`src/rtl/uart_pkg.sv`:
```
// Shared definitions for the uart_trx transceiver: parity codes, FSM states,
// and the frame length rule.
package uart_pkg;

    localparam int PAR_NONE = 0;
    localparam int PAR_ODD  = 1;
    localparam int PAR_EVEN = 2;

    typedef enum logic [2:0] {
        ST_IDLE,
        ST_START,
        ST_DATA,
        ST_PARITY,
        ST_STOP
    } uart_state_e;

    function automatic int frame_bits(input int data_bits, input int parity, input int stop_bits);
        return 1 + data_bits + ((parity != PAR_NONE) ? 1 : 0) + stop_bits;
    endfunction

endpackage

```
`src/rtl/uart_bit_timer.sv`:
```
// Free-running bit timer: counts 0..BAUD-1 and wraps. It is held at zero
// while clear is high, so the first count after release is a full bit.
module uart_bit_timer #(
    parameter int BAUD = 5207
) (
    input  logic clk,
    input  logic rst,
    input  logic clear,
    output logic tick,
    output logic half
);

    localparam int CW = (BAUD > 1) ? $clog2(BAUD) : 1;
    localparam logic [CW-1:0] LAST = CW'(BAUD - 1);
    localparam logic [CW-1:0] MID  = CW'(BAUD / 2);

    logic [CW-1:0] cnt_q, cnt_d;

    always_comb begin
        cnt_d = cnt_q + CW'(1);
        if (clear || (cnt_q == LAST)) begin
            cnt_d = '0;
        end
    end

    always_ff @(posedge clk) begin
        if (rst) begin
            cnt_q <= '0;
        end else begin
            cnt_q <= cnt_d;
        end
    end

    assign tick = !clear && (cnt_q == LAST);
    assign half = !clear && (cnt_q == MID);

endmodule

```
`src/rtl/uart_trx.sv`:
```
// Full-duplex UART with configurable data bits, parity and stop bits.
// TX and RX are independent FSMs sharing only the clock and reset.
//
// state     | meaning
// ST_IDLE   | line idle; TX waits for send_start, RX waits for a falling edge
// ST_START  | TX drives the start bit; RX waits for the mid-bit start check
// ST_DATA   | data bits, LSB first; bit count in *_cnt_q
// ST_PARITY | optional parity bit
// ST_STOP   | stop bit(s); RX leaves at the last stop sample point
module uart_trx
    import uart_pkg::*;
#(
    parameter int BAUD      = 5207,
    parameter int DATA_BITS = 8,
    parameter int PARITY    = 0,
    parameter int STOP_BITS = 1
) (
    input  logic                 clk,
    input  logic                 rst,
    input  logic                 send_start,
    input  logic [DATA_BITS-1:0] send_data,
    output logic                 send_busy,
    output logic                 send_finish,
    output logic                 uart_dout,
    input  logic                 uart_din,
    output logic                 receive_start,
    output logic                 receive_busy,
    output logic                 receive_finish,
    output logic [DATA_BITS-1:0] receive_data,
    output logic                 receive_parity_err,
    output logic                 receive_frame_err
);

    localparam logic [3:0] LAST_DATA = 4'(DATA_BITS - 1);
    localparam logic [3:0] LAST_STOP = 4'(STOP_BITS - 1);
    localparam logic       HAS_PAR   = (PARITY != PAR_NONE);
    localparam logic       ODD       = (PARITY == PAR_ODD);

    // ---------------------------------------------------------------- TX
    uart_state_e          tx_state_q, tx_state_d;
    logic [DATA_BITS-1:0] tx_shift_q, tx_shift_d;
    logic                 tx_par_q, tx_par_d;
    logic [3:0]           tx_cnt_q, tx_cnt_d;
    logic                 tx_dout_q, tx_dout_d;
    logic                 tx_tick, tx_half_unused;

    uart_bit_timer #(.BAUD(BAUD)) u_tx_timer (
        .clk   (clk),
        .rst   (rst),
        .clear (tx_state_q == ST_IDLE),
        .tick  (tx_tick),
        .half  (tx_half_unused)
    );

    always_comb begin
        tx_state_d  = tx_state_q;
        tx_shift_d  = tx_shift_q;
        tx_par_d    = tx_par_q;
        tx_cnt_d    = tx_cnt_q;
        send_finish = 1'b0;
        case (tx_state_q)
            ST_IDLE: begin
                if (send_start) begin
                    tx_shift_d = send_data;
                    tx_par_d   = ^send_data ^ ODD;
                    tx_cnt_d   = '0;
                    tx_state_d = ST_START;
                end
            end
            ST_START: begin
                if (tx_tick) tx_state_d = ST_DATA;
            end
            ST_DATA: begin
                if (tx_tick) begin
                    tx_shift_d = tx_shift_q >> 1;
                    if (tx_cnt_q == LAST_DATA) begin
                        tx_cnt_d   = '0;
                        tx_state_d = HAS_PAR ? ST_PARITY : ST_STOP;
                    end else begin
                        tx_cnt_d = tx_cnt_q + 4'd1;
                    end
                end
            end
            ST_PARITY: begin
                if (tx_tick) tx_state_d = ST_STOP;
            end
            ST_STOP: begin
                if (tx_tick) begin
                    if (tx_cnt_q == LAST_STOP) begin
                        send_finish = 1'b1;
                        tx_state_d  = ST_IDLE;
                    end else begin
                        tx_cnt_d = tx_cnt_q + 4'd1;
                    end
                end
            end
            default: tx_state_d = ST_IDLE;
        endcase

        // Output register is fed from next-state values so the pin is glitch-free.
        case (tx_state_d)
            ST_START:  tx_dout_d = 1'b0;
            ST_DATA:   tx_dout_d = tx_shift_d[0];
            ST_PARITY: tx_dout_d = tx_par_d;
            default:   tx_dout_d = 1'b1;
        endcase
    end

    always_ff @(posedge clk) begin
        if (rst) begin
            tx_state_q <= ST_IDLE;
            tx_shift_q <= '0;
            tx_par_q   <= 1'b0;
            tx_cnt_q   <= '0;
            tx_dout_q  <= 1'b1;
        end else begin
            tx_state_q <= tx_state_d;
            tx_shift_q <= tx_shift_d;
            tx_par_q   <= tx_par_d;
            tx_cnt_q   <= tx_cnt_d;
            tx_dout_q  <= tx_dout_d;
        end
    end

    assign send_busy = (tx_state_q != ST_IDLE);
    assign uart_dout = tx_dout_q;

    // ---------------------------------------------------------------- RX
    logic                 rx_s1_q, rx_s2_q, rx_s3_q;
    uart_state_e          rx_state_q, rx_state_d;
    logic [DATA_BITS-1:0] rx_shift_q, rx_shift_d;
    logic [3:0]           rx_cnt_q, rx_cnt_d;
    logic                 rx_par_q, rx_par_d;
    logic                 rx_ferr_q, rx_ferr_d;
    logic [DATA_BITS-1:0] rx_data_q, rx_data_d;
    logic                 rx_perr_q, rx_perr_d;
    logic                 rx_fe_q, rx_fe_d;
    logic                 rx_half, rx_tick_unused;
    logic                 rx_bit, rx_fall;

    assign rx_bit  = rx_s2_q;
    assign rx_fall = rx_s3_q & ~rx_s2_q;

    uart_bit_timer #(.BAUD(BAUD)) u_rx_timer (
        .clk   (clk),
        .rst   (rst),
        .clear (rx_state_q == ST_IDLE),
        .tick  (rx_tick_unused),
        .half  (rx_half)
    );

    always_comb begin
        rx_state_d     = rx_state_q;
        rx_shift_d     = rx_shift_q;
        rx_cnt_d       = rx_cnt_q;
        rx_par_d       = rx_par_q;
        rx_ferr_d      = rx_ferr_q;
        rx_data_d      = rx_data_q;
        rx_perr_d      = rx_perr_q;
        rx_fe_d        = rx_fe_q;
        receive_start  = 1'b0;
        receive_finish = 1'b0;
        case (rx_state_q)
            ST_IDLE: begin
                if (rx_fall) rx_state_d = ST_START;
            end
            ST_START: begin
                if (rx_half) begin
                    if (rx_bit) begin
                        rx_state_d = ST_IDLE;
                    end else begin
                        receive_start = 1'b1;
                        rx_cnt_d      = '0;
                        rx_ferr_d     = 1'b0;
                        rx_state_d    = ST_DATA;
                    end
                end
            end
            ST_DATA: begin
                if (rx_half) begin
                    rx_shift_d = {rx_bit, rx_shift_q[DATA_BITS-1:1]};
                    if (rx_cnt_q == LAST_DATA) begin
                        rx_cnt_d   = '0;
                        rx_state_d = HAS_PAR ? ST_PARITY : ST_STOP;
                    end else begin
                        rx_cnt_d = rx_cnt_q + 4'd1;
                    end
                end
            end
            ST_PARITY: begin
                if (rx_half) begin
                    rx_par_d   = rx_bit;
                    rx_state_d = ST_STOP;
                end
            end
            ST_STOP: begin
                if (rx_half) begin
                    rx_ferr_d = rx_ferr_q | ~rx_bit;
                    if (rx_cnt_q == LAST_STOP) begin
                        receive_finish = 1'b1;
                        rx_data_d      = rx_shift_q;
                        rx_perr_d      = HAS_PAR && (rx_par_q != (^rx_shift_q ^ ODD));
                        rx_fe_d        = rx_ferr_q | ~rx_bit;
                        rx_state_d     = ST_IDLE;
                    end else begin
                        rx_cnt_d = rx_cnt_q + 4'd1;
                    end
                end
            end
            default: rx_state_d = ST_IDLE;
        endcase
    end

    always_ff @(posedge clk) begin
        if (rst) begin
            rx_s1_q    <= 1'b1;
            rx_s2_q    <= 1'b1;
            rx_s3_q    <= 1'b1;
            rx_state_q <= ST_IDLE;
            rx_shift_q <= '0;
            rx_cnt_q   <= '0;
            rx_par_q   <= 1'b0;
            rx_ferr_q  <= 1'b0;
            rx_data_q  <= '0;
            rx_perr_q  <= 1'b0;
            rx_fe_q    <= 1'b0;
        end else begin
            rx_s1_q    <= uart_din;
            rx_s2_q    <= rx_s1_q;
            rx_s3_q    <= rx_s2_q;
            rx_state_q <= rx_state_d;
            rx_shift_q <= rx_shift_d;
            rx_cnt_q   <= rx_cnt_d;
            rx_par_q   <= rx_par_d;
            rx_ferr_q  <= rx_ferr_d;
            rx_data_q  <= rx_data_d;
            rx_perr_q  <= rx_perr_d;
            rx_fe_q    <= rx_fe_d;
        end
    end

    // Results are presented in the finish cycle itself, then held.
    assign receive_busy       = (rx_state_q != ST_IDLE);
    assign receive_data       = rx_data_d;
    assign receive_parity_err = rx_perr_d;
    assign receive_frame_err  = rx_fe_d;

endmodule

```
`config.mk`:
```
export PLATFORM = sky130hd
export DESIGN_NAME = uart_trx
export DESIGN_NICKNAME = d
export VERILOG_FILES = /design/src/rtl/uart_pkg.sv /design/src/rtl/uart_bit_timer.sv /design/src/rtl/uart_trx.sv
export SDC_FILE = /design/constraint.sdc
export NUM_CORES = 1
export LEC_CHECK = 0
export ABC_AREA = 1
export ABC_CLOCK_PERIOD_IN_PS = 2100
export CAP_MARGIN = 20
export CORE_MARGIN = 4
export CORE_UTILIZATION = 35
export DETAILED_ROUTE_END_ITERATION = 12
export PLACE_DENSITY = 0.6
export REMOVE_ABC_BUFFERS = 1
export SYNTH_ARGS = -nofsm -noshare
export SYNTH_HDL_FRONTEND = slang
export SYNTH_SLANG_ARGS = --single-unit
```
`constraint.sdc`:
```
create_clock -name clk -period 2.1 [get_ports clk]
set_input_delay 0.525 -clock clk [delete_from_list [all_inputs] [get_ports clk]]
set_output_delay 0.525 -clock clk [all_outputs]
set_load 0.02 [all_outputs]
```
== Word level (Yosys, flattened, before mapping) ==
Cells that the tools add are included.

* Input bits: 12
* Output and inout bits: 16
* Register bits after elaboration: 72
* RAM bits: 0
* Memory bits (read-only): 0
* Bits in latches: 0
* Memories kept: 0
* Word-level logic and storage cells: 137

* Multiply operators: 0
* Div/mod/pow operators: 0
* Shift-type cells: 0
* Bitwise logic cells: 3
* Mux-type cells: 58
* Reduce and logical (&&, ||, !) cells: 25
* Equal/unequal tests: 29
* $lt $le $gt $ge: 0
* Add/sub/neg operators: 4

{| class="wikitable"
|+ Operators by type and width
! kind !! number
|-
| 2-to-1 mux 4 bit || 11
|-
| 2-to-1 mux 3 bit || 14
|-
| 2-to-1 mux 8 bit || 5
|-
| case mux 3 bit (5 select lines) || 2
|-
| adder 13 x 1 -> 13 bit (second input constant) || 2
|-
| equality test 13 bit (second input constant) || 2
|-
| inequality test 2 bit (second input constant) || 13
|-
| case mux 4 bit (3 select lines) || 2
|-
| 2-to-1 mux 1 bit || 20
|-
| equality test 3 x 2 -> 1 bit (second input constant) || 6
|-
| case mux 8 bit (2 select lines) || 1
|-
| equality test 13 x 12 -> 1 bit (second input constant) || 1
|-
| nonzero test 3 bit || 4
|-
| equality test 3 x 1 -> 1 bit (second input constant) || 3
|-
| adder 4 x 1 -> 4 bit (second input constant) || 2
|-
| equality test 4 x 3 -> 1 bit (second input constant) || 2
|-
| zero test 4 bit || 2
|-
| parity 8 bit || 1
|-
| AND reduction 7 bit || 1
|-
| equality test 3 bit (second input constant) || 2
|-
| zero test 3 bit || 2
|-
| AND reduction 6 bit || 1
|-
| AND reduction 5 bit || 1
|-
| AND reduction 4 bit || 1
|-
| 13 further kinds || 18
|}

== Depth between registers and ports, before layout ==
Gate-level depths: netlist (run 1).

* Word-level depth: 7
* Gate-level depth with buffers: 12
* Mapped depth without buffers: 12

== Hierarchy ==
From an unflattened synthesis (run 1), not the netlist that was laid out.

* Cell total of the unflattened synthesis: 567
* Area, all modules: 3,843.7 sq um

{| class="wikitable"
|+ By module, submodules not included
! module !! area an instance (sq um) !! cells each !! times used
|-
| uart_trx || 2,372.3 || 355 || 1
|-
| uart_bit_timer || 735.7 || 106 || 2
|}

== Worst setup path after synthesis (run 1) ==
OpenSTA, ideal clock, no wires.

* Path kind: flip-flop to output port
* Start point: register u_rx_timer.cnt_q[0]
* End point: output port receive_data[0]
* Cell stages (with the launch flop): 10
* Slack: 0.054 ns
* Required time: 1.575 ns
* Buffers on the path: 1
* Arrival: 1.521 ns
* Cells stage by stage: dfxtp_1 > ha_1 > nand3_1 > nor2_2 > nand2_4 > nor2_8 > inv_2 > buf_6 > o21ai_1 > inv_1

* Word-level cells in the longest chain between the ends: 4

{| class="wikitable"
|+ Ends and longest elaborated chain
! item !! RTL line !! text
|-
| start, declared || uart_bit_timer.sv:17 || <nowiki>logic [CW-1:0] cnt_q, cnt_d;</nowiki>
|-
| start signal, assigned || uart_bit_timer.sv:30 || <nowiki>cnt_q <= cnt_d;</nowiki>
|-
| equality test 13 x 12 -> 1 bit || uart_bit_timer.sv:35 || <nowiki>assign half = !clear && (cnt_q == MID);</nowiki>
|-
| logical AND 1 bit || uart_bit_timer.sv:35 ||
|-
| 2-to-1 mux 8 bit || uart_trx.sv:197 || <nowiki>if (rx_half) begin</nowiki>
|-
| 2-to-1 mux 8 bit || uart_trx.sv:163 || <nowiki>case (rx_state_q)</nowiki>
|-
| end, declared || uart_trx.sv:29 || <nowiki>output logic [DATA_BITS-1:0] receive_data,</nowiki>
|}

Every way passes these cells.

== Worst setup path in the final report (run 1) ==
* Start point: register u_rx_timer.cnt_q[0]
* End point: output port receive_data[6]

The elaborated chain is that of the path after synthesis.

==> results of run 1 <==
==> cells in the final DEF, fill, tap and decap left out, drive strengths merged, types with 13 or more instances in the layout <==
cell and count:
nand2 123, nor2 73, dfxtp 72, inv 80, nand3 33, nand4 13, o21ai 29, a21oi 32
buf 96
==> per-layer routing <==
metal / GRT usage, % / up-vias / share of wire [%] / wire length (um)
li1: - / 1909 / - / -
met1: 19.6 / 1660 / 46 / 4150
met2: 26.7 / 58 / 49 / 4350
met3: 4.48 / 10 / 3.9 / 347
met4: 4.49 / 0 / 1.3 / 113
met5: 0 / - / 0 / 0
==> cell families (layout without fill, tap and decap cells) <==
group / after synthesis / after routing / share of synthesized area [%]
AOI/OAI and AO/OA: 72 / 72 / 10.5
buffers and inverters: 91 / 204 / 9.65
and+or+nand+nor: 272 / 273 / 33.4
DFF: 72 / 72 / 39.4
other: 0 / 1 / 0
xor gates and xnor gates: 18 / 18 / 4.31
adders and majority gates: 8 / 8 / 2.74
==> flip-flops by register name, indices dropped and copies added, names as in the netlist, 3 cells and up <==
register and flops:
rx_shift_q 8, tx_state_q 3, u_tx_timer.cnt_q 13, rx_state_q 3, tx_shift_q 8, u_rx_timer.cnt_q 13, rx_cnt_q 4, tx_cnt_q 4
rx_data_q 8
==> through the flow <==
step	util [%]	TNS, ps	instance area [sq um]	setup slack (ps)	std cells
finish	49.7	-1960	5080	-203	784
global route	49.7	-3190	5080	-314	783
CTS	48.6	-2290	4970	-238	779
detailed placement	44.5	-3760	4560	-360	753
global placement	44.5	-3420	4560	-314	753
floorplan	-	0	3600	119	521
==> final timing paths <==
| path | from | to | slack [ps] | cells after the start |
|---|---|---|---|---|
| worst max-delay path | u_rx_timer.cnt_q[0]$_SDFF_PP0_ | receive_data[6] | -200 | 10 |
| worst max register to register | rx_cnt_q[1]$_SDFFE_PP0P_ | rx_state_q[1]$_SDFFE_PP0P_ | 280 | 12 |
| worst min register to register | rx_s1_q$_SDFF_PP1_ | rx_bit$_SDFF_PP1_ | 420 | 1 |
| worst min-delay path | rx_s1_q$_SDFF_PP1_ | rx_bit$_SDFF_PP1_ | 420 | 1 |
==> worst max-delay path: cells and delay by family (launching register included) <==
family | cells | cell delay [ps]
AO/OA/AOI/OAI | 1 | 50
adder cells (fa/ha/maj) | 1 | 150
buffers and inverters | 3 | 300
flip-flops | 1 | 360
AND/OR/NAND/NOR | 5 | 580
==> report_power, final <==
| group | internal, mW | switching [mW] | total [mW] |
|---|---|---|---|
| Clock | 0.555 | 0.546 | 1.10 |
| Sequential | 1.39 | 0.0155 | 1.41 |
| Combinational | 0.166 | 0.204 | 0.370 |
==> cell type report <==
| class | count | area [sq um] | area share [%] |
|---|---|---|---|
| clock buffers | 10 | 128 | 2.51 |
| diodes | 1 | 2.50 | 0.0492 |
| clock inverters | 6 | 68.8 | 1.35 |
| repair buffers | 109 | 906 | 17.8 |
| inverters | 79 | 302 | 5.93 |
| flip-flops and latches | 72 | 1460 | 28.7 |
| multi-input cells | 371 | 2050 | 40.3 |
| well taps | 136 | 170 | 3.35 |
==> repair_timing <==
item / in CTS / in global routing
endpoints found under the setup margin: 15 / 14
setup buffers: 10 / 5
cloned: 1 / 0
gates resized for setup: 119 / 25
pin swaps: 13 / 14
==> results.json, run 1 <==
{
  "outcome": "finished with violations",
  "failed_checks": "setup timing",
  "mean_syn_cell_area_sq_um": 6.86,
  "cts.htree.levels": 3,
  "p_per_area_mw_per_mm2": 566,
  "synth_top_area_cell": "sky130_fd_sc_hd__dfxtp_1",
  "slew_headroom_pct": 69.1,
  "routed_wire_length_per_instance_um": 11.4,
  "max-cap-violations": 0,
  "vias_in_the_first_global_route": 3508,
  "synth-seq-area-share_pct": 39.4,
  "grt_overflow_total": 0,
  "clk_path_buf_depth": 2,
  "clk_pin_slew_ps": 80,
  "number_of_placement_rows": 37,
  "cts_made_buffers": 9,
  "crit_path_max_fanout": 3,
  "drt-vias-per-instance": 4.64,
  "fin_crit_sh_pct": 110,
  "portBuffers": 27,
  "rsz_0062_raised_after_global_routing": "yes",
  "die_area_sq_mm": 0.0121,
  "postCtsHoldBufs": 0,
  "global_route_wire_length_before_repair_um": 15500,
  "worst_hold_path_type": "flop to flop",
  "hpwlAfterDp_um": 6600,
  "worstPathCellList": "ha_4 > nand3_4 > nor2_4 > nand2_4 > nor2_8 > buf_6 > or2_4 > o21ai_2 > inv_1 > buf_6",
  "max_freq_mhz": 434,
  "final_critical_path_setup_slack_ps": -203,
  "clk_root_buffer_cell": "sky130_fd_sc_hd__clkbuf_8",
  "async_reset_ff_share_pct": 0,
  "synthesis.instances": 533,
  "number_of_enable_type_register_cells_in_the_synthesized_netlist": 0,
  "place_congestion": 0.867,
  "max_slew.worst_pin.slew_ps": 459,
  "die_w_um": 110,
  "dominant_cell_by_count_in_the_synthesized_netlist": "sky130_fd_sc_hd__nand2_1",
  "worstSetupStartpointType": "flop",
  "maximum_clock_skew_at_final_layout_ps": 10.0,
  "top_level_ports": 28,
  "layout-area-overhead-vs-synth_pct": 39.1,
  "yosys_register_bits": 72,
  "synth.cells.most_frequent": "sky130_fd_sc_hd__nand2_1, sky130_fd_sc_hd__inv_1, sky130_fd_sc_hd__dfxtp_1",
  "die_height_um": 110,
  "design.final.nets": 662,
  "first_iter_violations": 170,
  "fin_crit_ps": 2300,
  "setup.worst_path.end_class": "output pin",
  "starting_utilization_of_the_core_area_pct": 35.7,
  "crit_path_dat_ps": 1780,
  "tritoncts": "yes",
  "critPathMostFrequentCell": "sky130_fd_sc_hd__buf_6",
  "ys_warn_count": 0,
  "vias": 3637,
  "design.core.area_sq_mm": 0.0102,
  "wirelength_um": 8960,
  "static_leakage_nw": 2.34,
  "timing.final.setup_violations": 12,
  "portion_of_synthesized_cell_area_occupied_by_the_leading_cell_type_pct": 39.4,
  "timing.final.max_slew_violations": 0,
  "cp_data_required_time_ps": 1570,
  "synth_area_leaders": "sky130_fd_sc_hd__dfxtp_1, sky130_fd_sc_hd__nand2_1, sky130_fd_sc_hd__inv_1, sky130_fd_sc_hd__nor2_1, sky130_fd_sc_hd__a21oi_1",
  "detail_route.first_pass.iterations": 4,
  "synth_cell_type_count": 33,
  "post_synth_top_flop": "sky130_fd_sc_hd__dfxtp_1",
  "grt_usage_pct": 15.8,
  "final_layout_size_suffix_gt1_share_pct": 27.0,
  "cts.sinks": 72,
  "fillers": 963,
  "clock_insertion_delay_worst_skew_ps": 350,
  "peakVddDrop_mv": 0.348,
  "post_synthesis_instance_area_sq_mm": 0.00365,
  "route.detailed.drc": 0,
  "max_stage_delay_ps": 360,
  "pin_count_of_the_biggest_net_entering_global_routing": 17,
  "timing_worst_setup_path_type": "flop to output pin",
  "post-layout-total-power_mw": 2.88,
  "fin_hold_ws_ps": 417,
  "antenna_violations_before_repair": 0,
  "critical_path.slowest_cell": "sky130_fd_sc_hd__dfxtp_2",
  "drt.antenna.violating_nets": 0,
  "hold_violations": 0
}
(Power assumes the default switching activity.)
==> inputs of run 2 (changes only) <==
Settings changed: CORE_UTILIZATION 35 to 40, PLACE_DENSITY 0.6 to 0.66.
==> results.json, run 2 (synthesis gave the netlist of run 1 again) <==
{
  "max_slew.worst_pin.slew_ps": 402,
  "clock_insertion_delay_worst_skew_ps": 340,
  "route.detailed.drc": 0,
  "cts.sinks": 72,
  "postCtsHoldBufs": 0,
  "die_height_um": 104,
  "first_iter_violations": 133,
  "vias": 3631,
  "largestRegisters": "u_rx_timer.cnt_q: 13 flops, u_tx_timer.cnt_q: 13 flops",
  "vias_in_the_first_global_route": 3403,
  "reg2reg_depth": 9,
  "design.final.nets": 665,
  "grt_overflow_total": 0,
  "max_stage_delay_ps": 330,
  "worst_hold_path_type": "flop to flop",
  "max_freq_mhz": 429,
  "outcome": "finished with violations",
  "timing.final.max_slew_violations": 0,
  "mostFrequentLayoutCells": "sky130_fd_sc_hd__nand2_1, sky130_fd_sc_hd__buf_4, sky130_fd_sc_hd__inv_1",
  "wirelength_um": 8570,
  "detail_route.first_pass.iterations": 5,
  "starting_utilization_of_the_core_area_pct": 41.5,
  "number_of_placement_rows": 34,
  "pin_count_of_the_biggest_net_entering_global_routing": 17,
  "grt_usage_pct": 16.0,
  "tritoncts": "yes",
  "post-layout-total-power_mw": 3.00,
  "cts.htree.levels": 3,
  "design.core.area_sq_mm": 0.00881,
  "worstPathCellList": "inv_2 > ha_4 > nand2_4 > nor2_4 > nand2_4 > nor2_8 > inv_4 > o21ai_2 > inv_1 > buf_2",
  "crit_path_dat_ps": 1800,
  "leading_cell_type_in_the_layout_fill_and_taps_excluded": "sky130_fd_sc_hd__nand2_1",
  "setup.worst_path.end_class": "output pin",
  "fin_hold_ws_ps": 412,
  "max-cap-violations": 0,
  "global_route_wire_length_before_repair_um": 14600,
  "fillers": 800,
  "antenna_violations_before_repair": 0,
  "hold_start": "rx_s1_q$_SDFF_PP1_",
  "drt-vias-per-instance": 4.79,
  "clk_pin_slew_ps": 70,
  "diodes": 0,
  "peakVddDrop_mv": 0.339,
  "clk_path_buf_depth": 2,
  "failed_checks": "setup timing",
  "cts_made_buffers": 9,
  "rsz_0062_raised_after_global_routing": "yes",
  "die_area_sq_mm": 0.0107,
  "final_layout_size_suffix_gt1_share_pct": 27.2,
  "crit_path_end": "receive_data[6]",
  "fin_crit_sh_pct": 111,
  "timing.final.setup_violations": 11,
  "portBuffers": 27,
  "fin_crit_ps": 2330,
  "timing.rr.end": "u_tx_timer.cnt_q[12]$_SDFF_PP0_",
  "worst_r2r_startpoint": "u_tx_timer.cnt_q[0]$_SDFF_PP0_",
  "clk_root_buffer_cell": "sky130_fd_sc_hd__clkbuf_8",
  "die_w_um": 104,
  "place_congestion": 0.856,
  "crit_path_max_fanout": 6,
  "p_per_area_mw_per_mm2": 592,
  "drt.antenna.violating_nets": 0,
  "critical_path.slowest_cell": "sky130_fd_sc_hd__dfxtp_2",
  "final_critical_path_setup_slack_ps": -229,
  "worstSetupStartpoint": "rx_cnt_q[0]$_SDFFE_PP0P_",
  "hold_violations": 0,
  "reg2reg_slack_ps": 310,
  "routed_wire_length_per_instance_um": 11.3,
  "static_leakage_nw": 2.35,
  "layout-area-overhead-vs-synth_pct": 38.7,
  "cp_data_required_time_ps": 1570,
  "slew_headroom_pct": 73.0,
  "maximum_clock_skew_at_final_layout_ps": 7.66,
  "worstSetupStartpointType": "flop",
  "timing_worst_setup_path_type": "flop to output pin",
  "top_level_ports": 28,
  "hpwlAfterDp_um": 6130,
  "critPathMostFrequentCell": "sky130_fd_sc_hd__nand2_4"
}
run 2: final cells by class:
| type | count | area, sq um | area share [%] |
|---|---|---|---|
| timing repair buffer | 111 | 883 | 17.4 |
| clock inverter | 4 | 75.1 | 1.48 |
| clock buffer | 12 | 165 | 3.26 |
| tap | 108 | 135 | 2.67 |
| multi-input combinational | 371 | 2050 | 40.4 |
| inverter | 79 | 304 | 6.00 |
| timing repair inverter | 1 | 6.26 | 0.123 |
| sequential | 72 | 1450 | 28.6 |
run 2: what timing repair did:
action | CTS | global route
pin swaps | 10 | 9
cloned | 2 | 0
setup buffers | 8 | 6
endpoints found under the setup margin | 15 | 16
gates resized for setup | 113 | 17
run 2: metal layers:
layer	routed length, um	GRT usage, %	part of all wire, %	vias up
li1	-	-	-	1920
met1	3830	19.8	45	1633
met2	4300	27.7	50	66
met3	317	4.17	3.7	12
met4	125	4.27	1.5	0
met5	0	0	0	-
run 2: through the flow:
step	TNS [ps]	utilization (%)	cells	cell area, sq um	setup WS (ps)
after global placement	-3270	51.5	727	4540	-338
after global routing	-3430	57.6	758	5070	-368
after detailed placement	-3890	51.5	727	4540	-368
final	-2090	57.6	758	5070	-229
after floorplan	0	-	521	3600	119
after CTS	-2260	56.4	753	4970	-238
run 2: where the power goes:
part	switching, mW	internal [mW]
sequential	0.0140	1.39
clock	0.498	0.766
combinational	0.193	0.141
run 2: worst max-delay path: cells and delay by family (launching register included):
| family | cells | cell delay (ps) |
|---|---|---|
| simple gates | 4 | 480 |
| buf+inv | 4 | 360 |
| flops | 1 | 330 |
| fa+ha+maj | 1 | 140 |
| compound gates | 1 | 130 |
run 2: worst min path at each step:
stage / to / cells after the start
after floorplan: rx_bit$_SDFF_PP1_ / 1
after global placement: rx_bit$_SDFF_PP1_ / 1
after detailed placement: rx_bit$_SDFF_PP1_ / 1
after CTS: rx_bit$_SDFF_PP1_ / 1
after global routing: rx_bit$_SDFF_PP1_ / 1
final: rx_bit$_SDFF_PP1_ / 1
==> inputs of run 3 (changes only) <==
Settings changed: CTS_CLUSTER_DIAMETER set to 30, CTS_CLUSTER_SIZE set to 8, DONT_BUFFER_PORTS set to 1, PLACE_DENSITY 0.66 to 0.62.
==> results.json, run 3 (synthesis gave the netlist of run 1 again) <==
{
  "outcome": "finished with violations",
  "failed_checks": "setup timing",
  "layout-area-overhead-vs-synth_pct": 21.2,
  "timing_worst_setup_path_type": "flop to output pin",
  "gr-max-usage-layer": "met2",
  "detail_route.first_pass.iterations": 4,
  "final_layout_size_suffix_gt1_share_pct": 21.7,
  "leading_cell_type_in_the_layout_fill_and_taps_excluded": "sky130_fd_sc_hd__nand2_1",
  "die_w_um": 104,
  "met3_usage_pct": 5.16,
  "clk_pin_slew_ps": 80,
  "static_leakage_nw": 1.94,
  "rsz_0062_raised_after_global_routing": "yes",
  "min_delay_path_depth": 1,
  "largestRegisters": "u_rx_timer.cnt_q: 13 flops, u_tx_timer.cnt_q: 13 flops",
  "number_of_placement_rows": 34,
  "max-cap-violations": 0,
  "tritoncts": "yes",
  "diodes": 0,
  "place_congestion": 0.856,
  "clk_root_buffer_cell": "sky130_fd_sc_hd__clkbuf_8",
  "portBuffers": 0,
  "die_area_sq_mm": 0.0107,
  "timing.rr.end": "rx_cnt_q[2]$_SDFFE_PP0P_",
  "peakVddDrop_mv": 0.407,
  "starting_utilization_of_the_core_area_pct": 41.5,
  "max_freq_mhz": 446,
  "mostFrequentLayoutCells": "sky130_fd_sc_hd__nand2_1, sky130_fd_sc_hd__nor2_1, sky130_fd_sc_hd__inv_1",
  "timing.final.max_slew_violations": 0,
  "post-route-cell-area_sq_mm": 0.00443,
  "wirelength_um": 7960,
  "grt.met2_usage_pct": 26.9,
  "hold_start": "rst",
  "crit_path_max_fanout": 5,
  "grt_overflow_total": 0,
  "critical_path.slowest_cell": "sky130_fd_sc_hd__dfxtp_2",
  "setup.worst_path.end_class": "output pin",
  "cts_made_buffers": 9,
  "crit_path_dat_ps": 1720,
  "pin_count_of_the_biggest_net_entering_global_routing": 33,
  "fin_crit_ps": 2240,
  "fin_crit_sh_pct": 107,
  "route.detailed.drc": 0,
  "max_stage_delay_ps": 360,
  "timing.final.setup_violations": 11,
  "worst_r2r_startpoint": "rx_state_q[0]$_SDFFE_PP0P_",
  "post-layout-total-power_mw": 2.77,
  "p_per_area_mw_per_mm2": 625,
  "antenna_violations_before_repair": 0,
  "final_critical_path_setup_slack_ps": -143,
  "design.core.area_sq_mm": 0.00881,
  "clk_path_buf_depth": 2,
  "routed_wire_length_per_instance_um": 11.8,
  "cts.htree.levels": 3,
  "max_slew.worst_pin.slew_ps": 511,
  "dp_slack_ps": 39.4,
  "fillers": 837,
  "fin_hold_ws_ps": 229,
  "vias": 3263,
  "grt_usage_pct": 15.5,
  "postCtsHoldBufs": 0,
  "cts.sinks": 72,
  "first_iter_violations": 124,
  "slew_headroom_pct": 65.8,
  "worstPathCellList": "nor2_4 > nand2_2 > inv_2 > nor2_4 > nand2_4 > nor2_4 > or2_2 > o21ai_4 > inv_2",
  "global_route_wire_length_before_repair_um": 14000,
  "worst_hold_path_type": "primary input to flop",
  "maximum_clock_skew_at_final_layout_ps": 15.5,
  "worstSetupStartpointType": "flop",
  "drt.antenna.violating_nets": 0,
  "reg2reg_slack_ps": 220,
  "design.final.nets": 582,
  "cp_data_required_time_ps": 1570,
  "die_height_um": 104,
  "met1_usage_pct": 18.3,
  "hold_violations": 0,
  "dpl-instance-area_sq_mm": 0.00382,
  "drt-vias-per-instance": 4.83,
  "reg2reg_depth": 12,
  "vias_in_the_first_global_route": 3144,
  "worstHoldEndpoint": "rx_state_q[1]$_SDFFE_PP0P_",
  "critPathMostFrequentCell": "sky130_fd_sc_hd__nor2_4",
  "hpwlAfterDp_um": 5680,
  "top_level_ports": 28,
  "clock_insertion_delay_worst_skew_ps": 350
}
[run 3: cell types whose count changed in the layout (fill, tap and decap cells not counted), moves of 4 or more]
cell,change
sky130_fd_sc_hd__inv_2,+6
sky130_fd_sc_hd__buf_6,-4
sky130_fd_sc_hd__dfxtp_1,-7
sky130_fd_sc_hd__clkdlybuf4s50_1,-12
sky130_fd_sc_hd__inv_1,-7
sky130_fd_sc_hd__buf_4,-60
sky130_fd_sc_hd__buf_2,-5
sky130_fd_sc_hd__dfxtp_2,+5
[run 3: power breakdown]
part / internal, mW / leakage [nW] / switching (mW) / total [mW]
sequential: 1.39 / 0.591 / 0.0214 / 1.41
combinational: 0.0940 / 1.25 / 0.164 / 0.258
clock: 0.580 / 0.0993 / 0.520 / 1.10
total: 2.06 / 1.94 / 0.706 / 2.77
[run 3: repair_timing]
item	in CTS	in global routing
setup buffers	11	5
gates resized for setup	69	20
endpoints found under the setup margin	13	13
pin swaps	12	10
gates cloned	2	0
[run 3: worst max-delay path, delay by kind of cell, from the launching register on]
| family | cells | cell delay (ps) |
|---|---|---|
| AO/OA/AOI/OAI | 1 | 80 |
| buffers and inverters | 2 | 180 |
| flip-flops | 1 | 360 |
| AND/OR/NAND/NOR | 6 | 750 |
[run 3: stage by stage]
stage / instances / TNS, ps / util [%]
after floorplan: 521 / 0 / -
after global placement: 641 / 0 / 43.4
after detailed placement: 641 / 0 / 43.4
after CTS: 670 / -1690 / 49.1
after global routing: 675 / -2700 / 50.3
final: 675 / -1340 / 50.3
[run 3: worst max-delay path by stage]
stage / start / to / slack, ps / depth (start not counted)
2_1_floorplan: u_rx_timer.cnt_q[0]$_SDFF_PP0_ / receive_data[0] / 120 / 8
3_3_place_gp: u_rx_timer.cnt_q[1]$_SDFF_PP0_ / receive_data[7] / 130 / 8
3_5_place_dp: u_rx_timer.cnt_q[1]$_SDFF_PP0_ / receive_data[0] / 40 / 8
4_1_cts: u_rx_timer.cnt_q[6]$_SDFF_PP0_ / receive_data[7] / -180 / 8
5_1_grt: u_rx_timer.cnt_q[7]$_SDFF_PP0_ / receive_data[1] / -260 / 8
6_report: rx_state_q[0]$_SDFFE_PP0P_ / receive_data[1] / -140 / 9
[run 3: area by class of cell]
cell class	count	area, sq um	share of cell area, %
Tap cell	108	135	3.05
Multi-Input combinational cell	371	2090	47.2
Timing Repair Buffer	28	225	5.08
Clock buffer	11	141	3.19
Timing Repair inverter	1	8.76	0.198
Clock inverter	5	56.3	1.27
Sequential cell	72	1470	33.1
Inverter	79	307	6.92
[run 3: metal layers]
layer | vias to the layer above | part of all wire, % | routed length, um
met5 | - | 0 | 0
met3 | 9 | 4.8 | 385
li1 | 1759 | - | -
met1 | 1452 | 46 | 3660
met4 | 0 | 1.2 | 99
met2 | 43 | 48 | 3810
==> RTL change: new RTL, flow settings as in run 3 <==
Change the parameter `DATA_BITS` from 8 to 6.
--- a/src/rtl/uart_trx.sv
+++ b/src/rtl/uart_trx.sv
@@ -13,3 +13,3 @@
     parameter int BAUD      = 5207,
-    parameter int DATA_BITS = 8,
+    parameter int DATA_BITS = 6,
     parameter int PARITY    = 0,
Ports: changed (resized receive_data and send_data); port bits go from 28 to 24. No check against the original RTL was run, so the function may have changed too.
==> RTL change against run 3 <==
The run still ends with setup timing left; synthesized area down 2.5%; clock skew down 0.0080 ns; register-to-register slack worse by 0.14 ns; final cell count down 5.0%; sequential cell count down 6; critical path depth down 2; utilization down 1.4 points; wire length down 5.5%; setup slack better by 0.12 ns; count of clock-buffer cells in the layout down 1; final area down 4.1%; maximum frequency up 5.6%; via count down 4.6%; critical endpoint is now receive_data[2]; largest cell class unchanged.
Power is not compared: it rests on default switching activity, and its combinational part moved more than twofold at a synthesized area within 25%.
==> RTL change: results (changes against run 3) <==
===========================================================================
Post-cts resize count ........................................           43   was 69
Post-synthesis sequential area ratio .........................        37.1%   was 39.4%
Clock Skews ..................................................   0.00753 ns   was 0.0155 ns
Leading post-synthesis cells by instance count ............... sky130_fd_sc_hd__nand2_1 (89), sky130_fd_sc_hd__inv_1 (70), sky130_fd_sc_hd__dfxtp_1 (66)   was sky130_fd_sc_hd__nand2_1 (119), sky130_fd_sc_hd__inv_1 (76), sky130_fd_sc_hd__dfxtp_1 (72)
Filler Cells Inserted ........................................          876   was 837
Worst Reg2Reg Path Length in Cells ...........................           15   was 12
Final worst slack ............................................   -0.0233 ns   was -0.143 ns
Synth top area cells ......................................... sky130_fd_sc_hd__dfxtp_1 (37%), sky130_fd_sc_hd__nand2_1 (9.4%), sky130_fd_sc_hd__inv_1 (7.4%)   was sky130_fd_sc_hd__dfxtp_1 (39%), sky130_fd_sc_hd__nand2_1 (12%), sky130_fd_sc_hd__inv_1 (7.8%)
Worst EP arrival .............................................      1.60 ns   was 1.72 ns
Violations in the final reports .............................. setup timing   unchanged
Worst Path Max Fanout ........................................            8   was 5
GR Layer Usage met2 ..........................................        26.8%   was 26.9%
Cell count after placement ...................................          601   was 641
Reg clk slew, reported paths .................................      0.06 ns   was 0.08 ns
Wire length of the first global-routing pass .................      13.1 mm   was 14.0 mm
Detailed Route Iter0 Violations ..............................           71   was 124
Share of the synthesized area in the top cell type ...........        37.1%   was 39.4%
FF-to-FF Start ...............................................  rx_cnt_q[0]   was rx_state_q[0]
Proportion of layout cells with a drive suffix above 1 .......        28.0%   was 21.7%
Post-synth cell types ........................................           40   was 33
Endpoint of the most critical setup path ..................... receive_data[2]   was receive_data[1]
Worst hold endpoint .......................................... rx_data_q[3]   was rx_state_q[1]
Global routing met1 resource utilization .....................        18.5%   was 18.3%
Final Net Count ..............................................          550   was 582
Placeable core area ..........................................   8680 sq um   was 8810 sq um
Average detailed-routed wire length per instance .............      11.7 um   was 11.8 um
Via density per instance .....................................         4.86   was 4.83
Number of global-route vias before repair ....................         3058   was 3144
Number of failing setup endpoints in the final timing report .            3   was 11
Finished Layout Cells ........................................          641   was 675
Post-detailed-placement half-perimeter wirelength ............      5.11 mm   was 5.68 mm
Post-CTS setup repair buffer count ...........................           22   was 11
Status ....................................................... complete, but fails checks   unchanged
Global router's overall resource usage .......................        15.7%   was 15.5%
Pin count of the biggest net entering global routing .........           21   was 33
===========================================================================
## RTL change: stage by stage
step / hold slack (ns) / total power (uW) / instance area [sq um]
2_1_floorplan: 0.389 / 1920 / 3510
3_3_place_gp: 0.395 / 2030 / 3690
3_5_place_dp: 0.394 / 2040 / 3690
4_1_cts: 0.233 / 3030 / 4150
5_1_grt: 0.225 / 3230 / 4250
6_report: 0.251 / 3020 / 4250
## RTL change: cell families after synthesis
kind of cell	synth area share [%]
and+or+nand+nor	33.4
buffers and inverters	10.5
AOI/OAI and AO/OA	12.1
DFF	37.1
xor gates and xnor gates	3.44
adders and majority gates	3.51
## RTL change: layout make-up
class | count | area share [%]
multi-input combinational | 337 | 48.4
clock inverter | 4 | 0.471
timing repair buffer | 30 | 5.30
sequential | 66 | 31.5
clock buffer | 10 | 3.24
tap | 108 | 3.18
inverter | 86 | 7.95
## RTL change: power by group through the flow
stage | Combinational [uW] | Sequential, uW | Clock (uW)
3_3_place_gp | 631 | 1390 | 0
6_report | 736 | 1400 | 888
2_1_floorplan | 537 | 1390 | 0
5_1_grt | 845 | 1400 | 980
3_5_place_dp | 643 | 1400 | 0
4_1_cts | 717 | 1380 | 928
## RTL change: worst max-delay path, stage by stage (launching register included)
cell,delay (ns)
sky130_fd_sc_hd__dfxtp_1,0.37
sky130_fd_sc_hd__nand4_1,0.20
sky130_fd_sc_hd__nor2_4,0.15
sky130_fd_sc_hd__nand2_4,0.09
sky130_fd_sc_hd__inv_8,0.09
sky130_fd_sc_hd__nand2_8,0.10
sky130_fd_sc_hd__o21ai_4,0.17
sky130_fd_sc_hd__inv_2,0.09
## RTL change: layer usage
metal | up-vias | share of wire [%]
met5 | - | 0
met4 | 0 | 1.8
met3 | 14 | 3.9
met2 | 53 | 49
met1 | 1399 | 45
li1 | 1648 | -
